`src/rtl/instruction_fetch_pkg.sv`:
```
// Shared core definitions for the fetch stage: state encoding and instruction constants.
package instruction_fetch_pkg;

  localparam int unsigned INSTR_WIDTH = 32;
  localparam logic [INSTR_WIDTH-1:0] NOP = 32'h0000_0013;

  typedef enum logic [1:0] {
    S_FETCH = 2'd0,  // request outstanding
    S_HOLD  = 2'd1,  // instruction presented to consumer
    S_DROP  = 2'd2   // wrong-path request outstanding, response will be discarded
  } fetchState_t;

endpackage

```
`src/rtl/instruction_fetch_if.sv`:
```
// Fetch-stage bus: instruction-memory handshake, consumer handshake and redirect path.
interface instruction_fetch_if #(
  parameter int unsigned PC_WIDTH = 8
);
  import instruction_fetch_pkg::*;

  logic                   oIMEM_REQ;
  logic [PC_WIDTH-1:0]    oIMEM_ADDR;
  logic                   iIMEM_ACK;
  logic [INSTR_WIDTH-1:0] iIMEM_DATA;
  logic                   oVALID;
  logic                   iREADY;
  logic [INSTR_WIDTH-1:0] oIR;
  logic [PC_WIDTH-1:0]    oPC;
  logic                   iREDIRECT;
  logic [PC_WIDTH-1:0]    iREDIRECT_PC;
  logic                   oMISALIGN;

  modport master (
    output oIMEM_REQ, oIMEM_ADDR, oVALID, oIR, oPC, oMISALIGN,
    input  iIMEM_ACK, iIMEM_DATA, iREADY, iREDIRECT, iREDIRECT_PC
  );

  modport slave (
    input  oIMEM_REQ, oIMEM_ADDR, oVALID, oIR, oPC, oMISALIGN,
    output iIMEM_ACK, iIMEM_DATA, iREADY, iREDIRECT, iREDIRECT_PC
  );

endinterface

```
`src/rtl/instruction_fetch.sv`:
```
// Fetch stage: owns the PC, keeps one instruction-memory request in flight, and
// presents each fetched word with its address until the consumer takes it.
module instruction_fetch
  import instruction_fetch_pkg::*;
#(
  parameter int unsigned         PC_WIDTH = 8,
  parameter logic [PC_WIDTH-1:0] RESET_PC = '0
) (
  input logic                 iCLK,
  input logic                 iRST,
  instruction_fetch_if.master bus
);

  fetchState_t            state, stateNext;
  logic [PC_WIDTH-1:0]    pc, pcNext;
  logic [PC_WIDTH-1:0]    addr, addrNext;
  logic [PC_WIDTH-1:0]    opc, opcNext;
  logic [INSTR_WIDTH-1:0] ir, irNext;
  logic                   req, reqNext;
  logic                   valid, validNext;
  logic                   misalign, misalignNext;

  logic [PC_WIDTH-1:0]    target;
  logic [PC_WIDTH-1:0]    pcInc;
  logic                   memDone;

  assign target  = {bus.iREDIRECT_PC[PC_WIDTH-1:2], 2'b00};
  assign pcInc   = pc + PC_WIDTH'(4);
  assign memDone = req & bus.iIMEM_ACK;

  // NOTE: every next-value gets a default before the case, so no path can infer a latch.
  always_comb begin
    stateNext    = state;
    pcNext       = pc;
    addrNext     = addr;
    opcNext      = opc;
    irNext       = ir;
    reqNext      = req;
    validNext    = valid;
    misalignNext = bus.iREDIRECT & (|bus.iREDIRECT_PC[1:0]);

    unique case (state)
      S_FETCH: begin
        if (bus.iREDIRECT) begin
          pcNext = target;
          if (req && !bus.iIMEM_ACK) begin
            // The old address must stay on the bus until memory completes it.
            stateNext = S_DROP;
          end else begin
            reqNext  = 1'b1;
            addrNext = target;
          end
        end else if (!req) begin
          reqNext  = 1'b1;
          addrNext = pc;
        end else if (memDone) begin
          irNext    = bus.iIMEM_DATA;
          opcNext   = pc;
          validNext = 1'b1;
          reqNext   = 1'b0;
          stateNext = S_HOLD;
        end
      end

      S_HOLD: begin
        if (bus.iREDIRECT) begin
          validNext = 1'b0;
          pcNext    = target;
          reqNext   = 1'b1;
          addrNext  = target;
          stateNext = S_FETCH;
        end else if (bus.iREADY) begin
          validNext = 1'b0;
          pcNext    = pcInc;
          reqNext   = 1'b1;
          addrNext  = pcInc;
          stateNext = S_FETCH;
        end
      end

      S_DROP: begin
        if (bus.iREDIRECT) pcNext = target;
        if (memDone) begin
          addrNext  = bus.iREDIRECT ? target : pc;
          stateNext = S_FETCH;
        end
      end

      default: stateNext = S_FETCH;
    endcase
  end

  // NOTE: sequential state uses non-blocking assignments so all registers update together.
  always_ff @(posedge iCLK) begin
    if (iRST) begin
      state    <= S_FETCH;
      pc       <= RESET_PC;
      addr     <= RESET_PC;
      opc      <= RESET_PC;
      ir       <= NOP;
      req      <= 1'b0;
      valid    <= 1'b0;
      misalign <= 1'b0;
    end else begin
      state    <= stateNext;
      pc       <= pcNext;
      addr     <= addrNext;
      opc      <= opcNext;
      ir       <= irNext;
      req      <= reqNext;
      valid    <= validNext;
      misalign <= misalignNext;
    end
  end

  assign bus.oIMEM_REQ  = req;
  assign bus.oIMEM_ADDR = addr;
  assign bus.oVALID     = valid;
  assign bus.oIR        = ir;
  assign bus.oPC        = opc;
  assign bus.oMISALIGN  = misalign;

endmodule
```
`src/flat_wrapper.sv`:
```
// flat-port wrapper written by rule: the top's interface ports become plain ports
module instruction_fetch_flat import instruction_fetch_pkg::*;
#(
  parameter int unsigned         PC_WIDTH = 8,
  parameter logic [PC_WIDTH-1:0] RESET_PC = '0
)
  (iCLK, iRST, bus_oIMEM_REQ, bus_oIMEM_ADDR, bus_oVALID, bus_oIR, bus_oPC, bus_oMISALIGN, bus_iIMEM_ACK, bus_iIMEM_DATA, bus_iREADY, bus_iREDIRECT, bus_iREDIRECT_PC);
  instruction_fetch_if #(.PC_WIDTH(PC_WIDTH)) bus_i ();
  input logic iCLK;
  input logic iRST;
  output wire logic [$bits(bus_i.oIMEM_REQ)-1:0] bus_oIMEM_REQ;
  output wire logic [$bits(bus_i.oIMEM_ADDR)-1:0] bus_oIMEM_ADDR;
  output wire logic [$bits(bus_i.oVALID)-1:0] bus_oVALID;
  output wire logic [$bits(bus_i.oIR)-1:0] bus_oIR;
  output wire logic [$bits(bus_i.oPC)-1:0] bus_oPC;
  output wire logic [$bits(bus_i.oMISALIGN)-1:0] bus_oMISALIGN;
  input wire logic [$bits(bus_i.iIMEM_ACK)-1:0] bus_iIMEM_ACK;
  input wire logic [$bits(bus_i.iIMEM_DATA)-1:0] bus_iIMEM_DATA;
  input wire logic [$bits(bus_i.iREADY)-1:0] bus_iREADY;
  input wire logic [$bits(bus_i.iREDIRECT)-1:0] bus_iREDIRECT;
  input wire logic [$bits(bus_i.iREDIRECT_PC)-1:0] bus_iREDIRECT_PC;
  assign bus_oIMEM_REQ = bus_i.oIMEM_REQ;
  assign bus_oIMEM_ADDR = bus_i.oIMEM_ADDR;
  assign bus_oVALID = bus_i.oVALID;
  assign bus_oIR = bus_i.oIR;
  assign bus_oPC = bus_i.oPC;
  assign bus_oMISALIGN = bus_i.oMISALIGN;
  assign bus_i.iIMEM_ACK = bus_iIMEM_ACK;
  assign bus_i.iIMEM_DATA = bus_iIMEM_DATA;
  assign bus_i.iREADY = bus_iREADY;
  assign bus_i.iREDIRECT = bus_iREDIRECT;
  assign bus_i.iREDIRECT_PC = bus_iREDIRECT_PC;
  instruction_fetch #(.PC_WIDTH(PC_WIDTH), .RESET_PC(RESET_PC)) u_core (.iCLK(iCLK), .iRST(iRST), .bus(bus_i));
endmodule
```
`config.mk`:
```
export PLATFORM = sky130hd
export DESIGN_NAME = instruction_fetch_flat
export DESIGN_NICKNAME = d
export VERILOG_FILES = /design/src/rtl/instruction_fetch_pkg.sv /design/src/rtl/instruction_fetch_if.sv /design/src/rtl/instruction_fetch.sv /design/src/flat_wrapper.sv
export SDC_FILE = /design/constraint.sdc
export NUM_CORES = 1
export LEC_CHECK = 0
export CAP_MARGIN = 5
export CORE_MARGIN = 2
export CORE_UTILIZATION = 60
export DETAILED_ROUTE_END_ITERATION = 6
export DONT_BUFFER_PORTS = 1
export GPL_ROUTABILITY_DRIVEN = 0
export PLACE_DENSITY = 0.88
export SLEW_MARGIN = 20
export SYNTH_ARGS = -nofsm -noshare
export SYNTH_HDL_FRONTEND = slang
export SYNTH_SLANG_ARGS = --single-unit
```
`constraint.sdc`:
```
create_clock -name iCLK -period 2.6 [get_ports iCLK]
set_input_delay 0.52 -clock iCLK [delete_from_list [all_inputs] [get_ports iCLK]]
set_output_delay 0.52 -clock iCLK [all_outputs]
set_load 0.1 [all_outputs]
```
==> reports/results.txt <==
Max-Cap Viols: 0
Area contributors post-synth: dfxtp_1 48%, nand2_1 13%, a21oi_1 9.4%, nand2b_1 2.7%, o21ai_0 2.5%
DIE AREA: 4796 um^2
Max Slew Vio Count: 0
post-synthesis mux area share: 0.7835%
DRT iter0 DRCs: 138
Commonest cells post-synth: 86 x nand2_1, 61 x dfxtp_1, 48 x a21oi_1
largest buffer count on any clock path: 2
# DRC: 0
Die Y: 69.26 um
clock slew at reported path FFs: 0.07 ns
cell accounting for the most synthesized area: dfxtp_1
FF+latch count, synth: 61
most frequent cell after synthesis: nand2_1
Cells after Synth: 325
number of cells upsized or downsized after cts: 0
Worst Tran Pin Value: 0.5387 ns
status: complete, no violations
Synth Area in Simple Gates: 25.27%
Critical Path AT: 2.10 ns
CP Max Fanout: 18
# IOs: 96
CP startpoint kind: flop
Nets: 411
antenna viol nets, final: 0
width of the die: 69.26 um
CTS tree: done
hold-fix buffers at CTS: 0
Synth Area per Inst: 7.861 um^2
HPWL Detailed: 3958 um
initial antenna violation count: 0
row count: 23
mean routed wirelength per cell: 14.06 um
Worst Skew: 0.008070 ns
router iterations before antenna repair: 5
Root Buffer: clkbuf_8
Psw: 723.8 uW
crit share post-route: 70.70%
Synth Area in Compound Gates: 19.05%
Synth warnings: 0
ant diodes: 0
Internal: 1722 uW
total wire length: 5906 um
CTS Buf Count: 9
port bufs: 0
vias in the first global route: 2202
Post-Syn Area: 2555 um^2
Slew HR: 64.08%
ys flop type: dfxtp_1
# Post-CTS Setup Buffers: 0
Seq/Total Area, Yosys: 47.80%
# H-tree levels: 3
RSZ-0062 raised after global routing: false
Setup TNS Final: 0 ns
Worst Path Required: 2.86 ns
Synth Area in Adders: 0.4897%
Skew-Pair Late Insertion Delay: 0.33 ns
Initial Util: 62.97%
clock power share: 40.9%
f_max: 544.0 MHz
syn nets: 371
GRT Residual Overflow: 0
pwr dens: 775.6 nW/um^2
leak pwr: 0.001273 uW
largest family of logic cells by synthesized area: simple AND/OR/NAND/NOR gates
P&R area growth vs syn: 23.41%
Post-synth ARST share: 0%
first-pass GRT wire length: 9673 um
Hold Crit Class: input port to flop
final core utilization: 77.71%
Tot GR Track Use: 24.68%
Vias/cell: 5.569
clk sinks: 61
Comb power frac: 18.0%
Synth cell types: 38
largest net degree at the start of global routing: 65
sequential power share: 41.1%
Hold Violations, Final: 0
final setup fails: 0
EDFF count, synth: 0
crit path time final: 1.838 ns
Yosys top cell area share: 47.80%
total number of vias: 2339
XOR/XNOR Fraction of Synth Area: 1.714%
Max VDD drop: 0.7011 mV
switch share: 29.59%
Worst Setup Path Type: flop to flop
Critical Path End Type: flop
layout cells sized above 1: 19.19%
core box area: 4058 um^2
## metrics by stage
stage / setup slack (ns) / instance area (um^2) / std cells / total power [uW] / hold slack [ns]
6_report: 0.7617 / 3153 / 420 / 2446 / 0.2682
5_1_grt: 0.5753 / 3153 / 420 / 2542 / 0.2251
3_5_place_dp: 0.8173 / 2909 / 404 / 1466 / 0.4404
2_1_floorplan: 0.4835 / 2555 / 325 / 1404 / 0.4407
4_1_cts: 0.7881 / 3153 / 420 / 2457 / 0.2426
3_3_place_gp: 0.9064 / 2909 / 404 / 1458 / 0.4361
## cell families (layout without fill, tap and decap cells)
kind of cell | count (synthesis) | in the layout
AOI/OAI and AO/OA | 83 | 83
xor gates and xnor gates | 5 | 5
adders and majority gates | 1 | 1
buffers and inverters | 29 | 74
DFF | 61 | 61
muxes | 2 | 2
and+or+nand+nor | 144 | 144
## area by class of cell
type                            count  area, um^2
Sequential cell                    61        1221
Multi-Input combinational cell    235        1209
Fill cell                         303       904.6
Timing Repair Buffer               53       397.9
Clock buffer                       13       178.9
Clock inverter                      3       65.06
Tap cell                           50       62.56
Inverter                            5       18.77
## power by group through the flow
stage | Sequential [uW] | Clock (uW) | Combinational (uW)
finish | 1010 | 999 | 441
global route | 1010 | 1070 | 463
CTS | 1000 | 1010 | 441
detailed placement | 1030 | 0 | 440
global placement | 1020 | 0 | 434
floorplan | 1260 | 0 | 148
## critical path, cell delays in order (launching register included)
cell	delay [ns]
dfxtp_1	0.63
nand2b_1	0.28
nor2_1	0.47
o21ai_0	0.20
a31oi_1	0.20
## state kept, by name (all words and copies together) (netlist names)
| register | cells |
|---|---|
| u_core.bus.oIR | 32 |
| u_core.bus.oMISALIGN | 1 |
| u_core.state | 2 |
| u_core.bus.oPC | 8 |
| u_core.bus.oVALID | 1 |
| u_core.pc | 8 |
| u_core.bus.oIMEM_REQ | 1 |
| u_core.bus.oIMEM_ADDR | 8 |
## cells in the final DEF, fill, tap and decap left out, types with 2 or more instances in the layout
cell       Yosys  layout
o21ai_0       13      13
a21oi_1       48      48
nand4_1        2       2
nor3_1         5       5
a22oi_1        2       2
nand2b_1      11      11
inv_1          5       5
and2_1         4       4
xnor2_1        5       5
clkbuf_8       0      13
dfxtp_1       61      61
o32ai_1        3       3
a31oi_1        3       3
bufinv_16      0       2
nor2_1        16      16
nand3b_1       4       4
nand3_1        7       7
and3_1         3       3
nor2b_1        3       3
buf_4          0      53
o211ai_1       3       3
mux2i_1        2       2
nand2_1       86      86
## path summary, 6_finish.rpt
| kind | slack (ns) | startpoint | end | depth (start not counted) |
|---|---|---|---|---|
| setup / recovery | 0.76 | u_core.state[0]$_SDFFE_PP0P_ | u_core.pc[7]$_SDFFE_PP0P_ | 4 |
| setup reg to reg | 0.76 | u_core.state[0]$_SDFFE_PP0P_ | u_core.pc[7]$_SDFFE_PP0P_ | 4 |
| hold reg to reg | 0.45 | u_core.bus.oPC[6]$_SDFFE_PP0P_ | u_core.bus.oPC[6]$_SDFFE_PP0P_ | 2 |
| hold / removal | 0.27 | iRST | u_core.bus.oIMEM_ADDR[7]$_SDFFE_PP0P_ | 1 |
## metal layers
| metal | share of wire [%] | track usage (%) |
|---|---|---|
| met1 | 43 | 29.28 |
| met5 | 0 | 0 |
| met2 | 48 | 41.35 |
| met3 | 8.2 | 10.17 |
| met4 | 1.1 | 6.536 |
No activity file was read; power rests on OpenSTA's default activity.
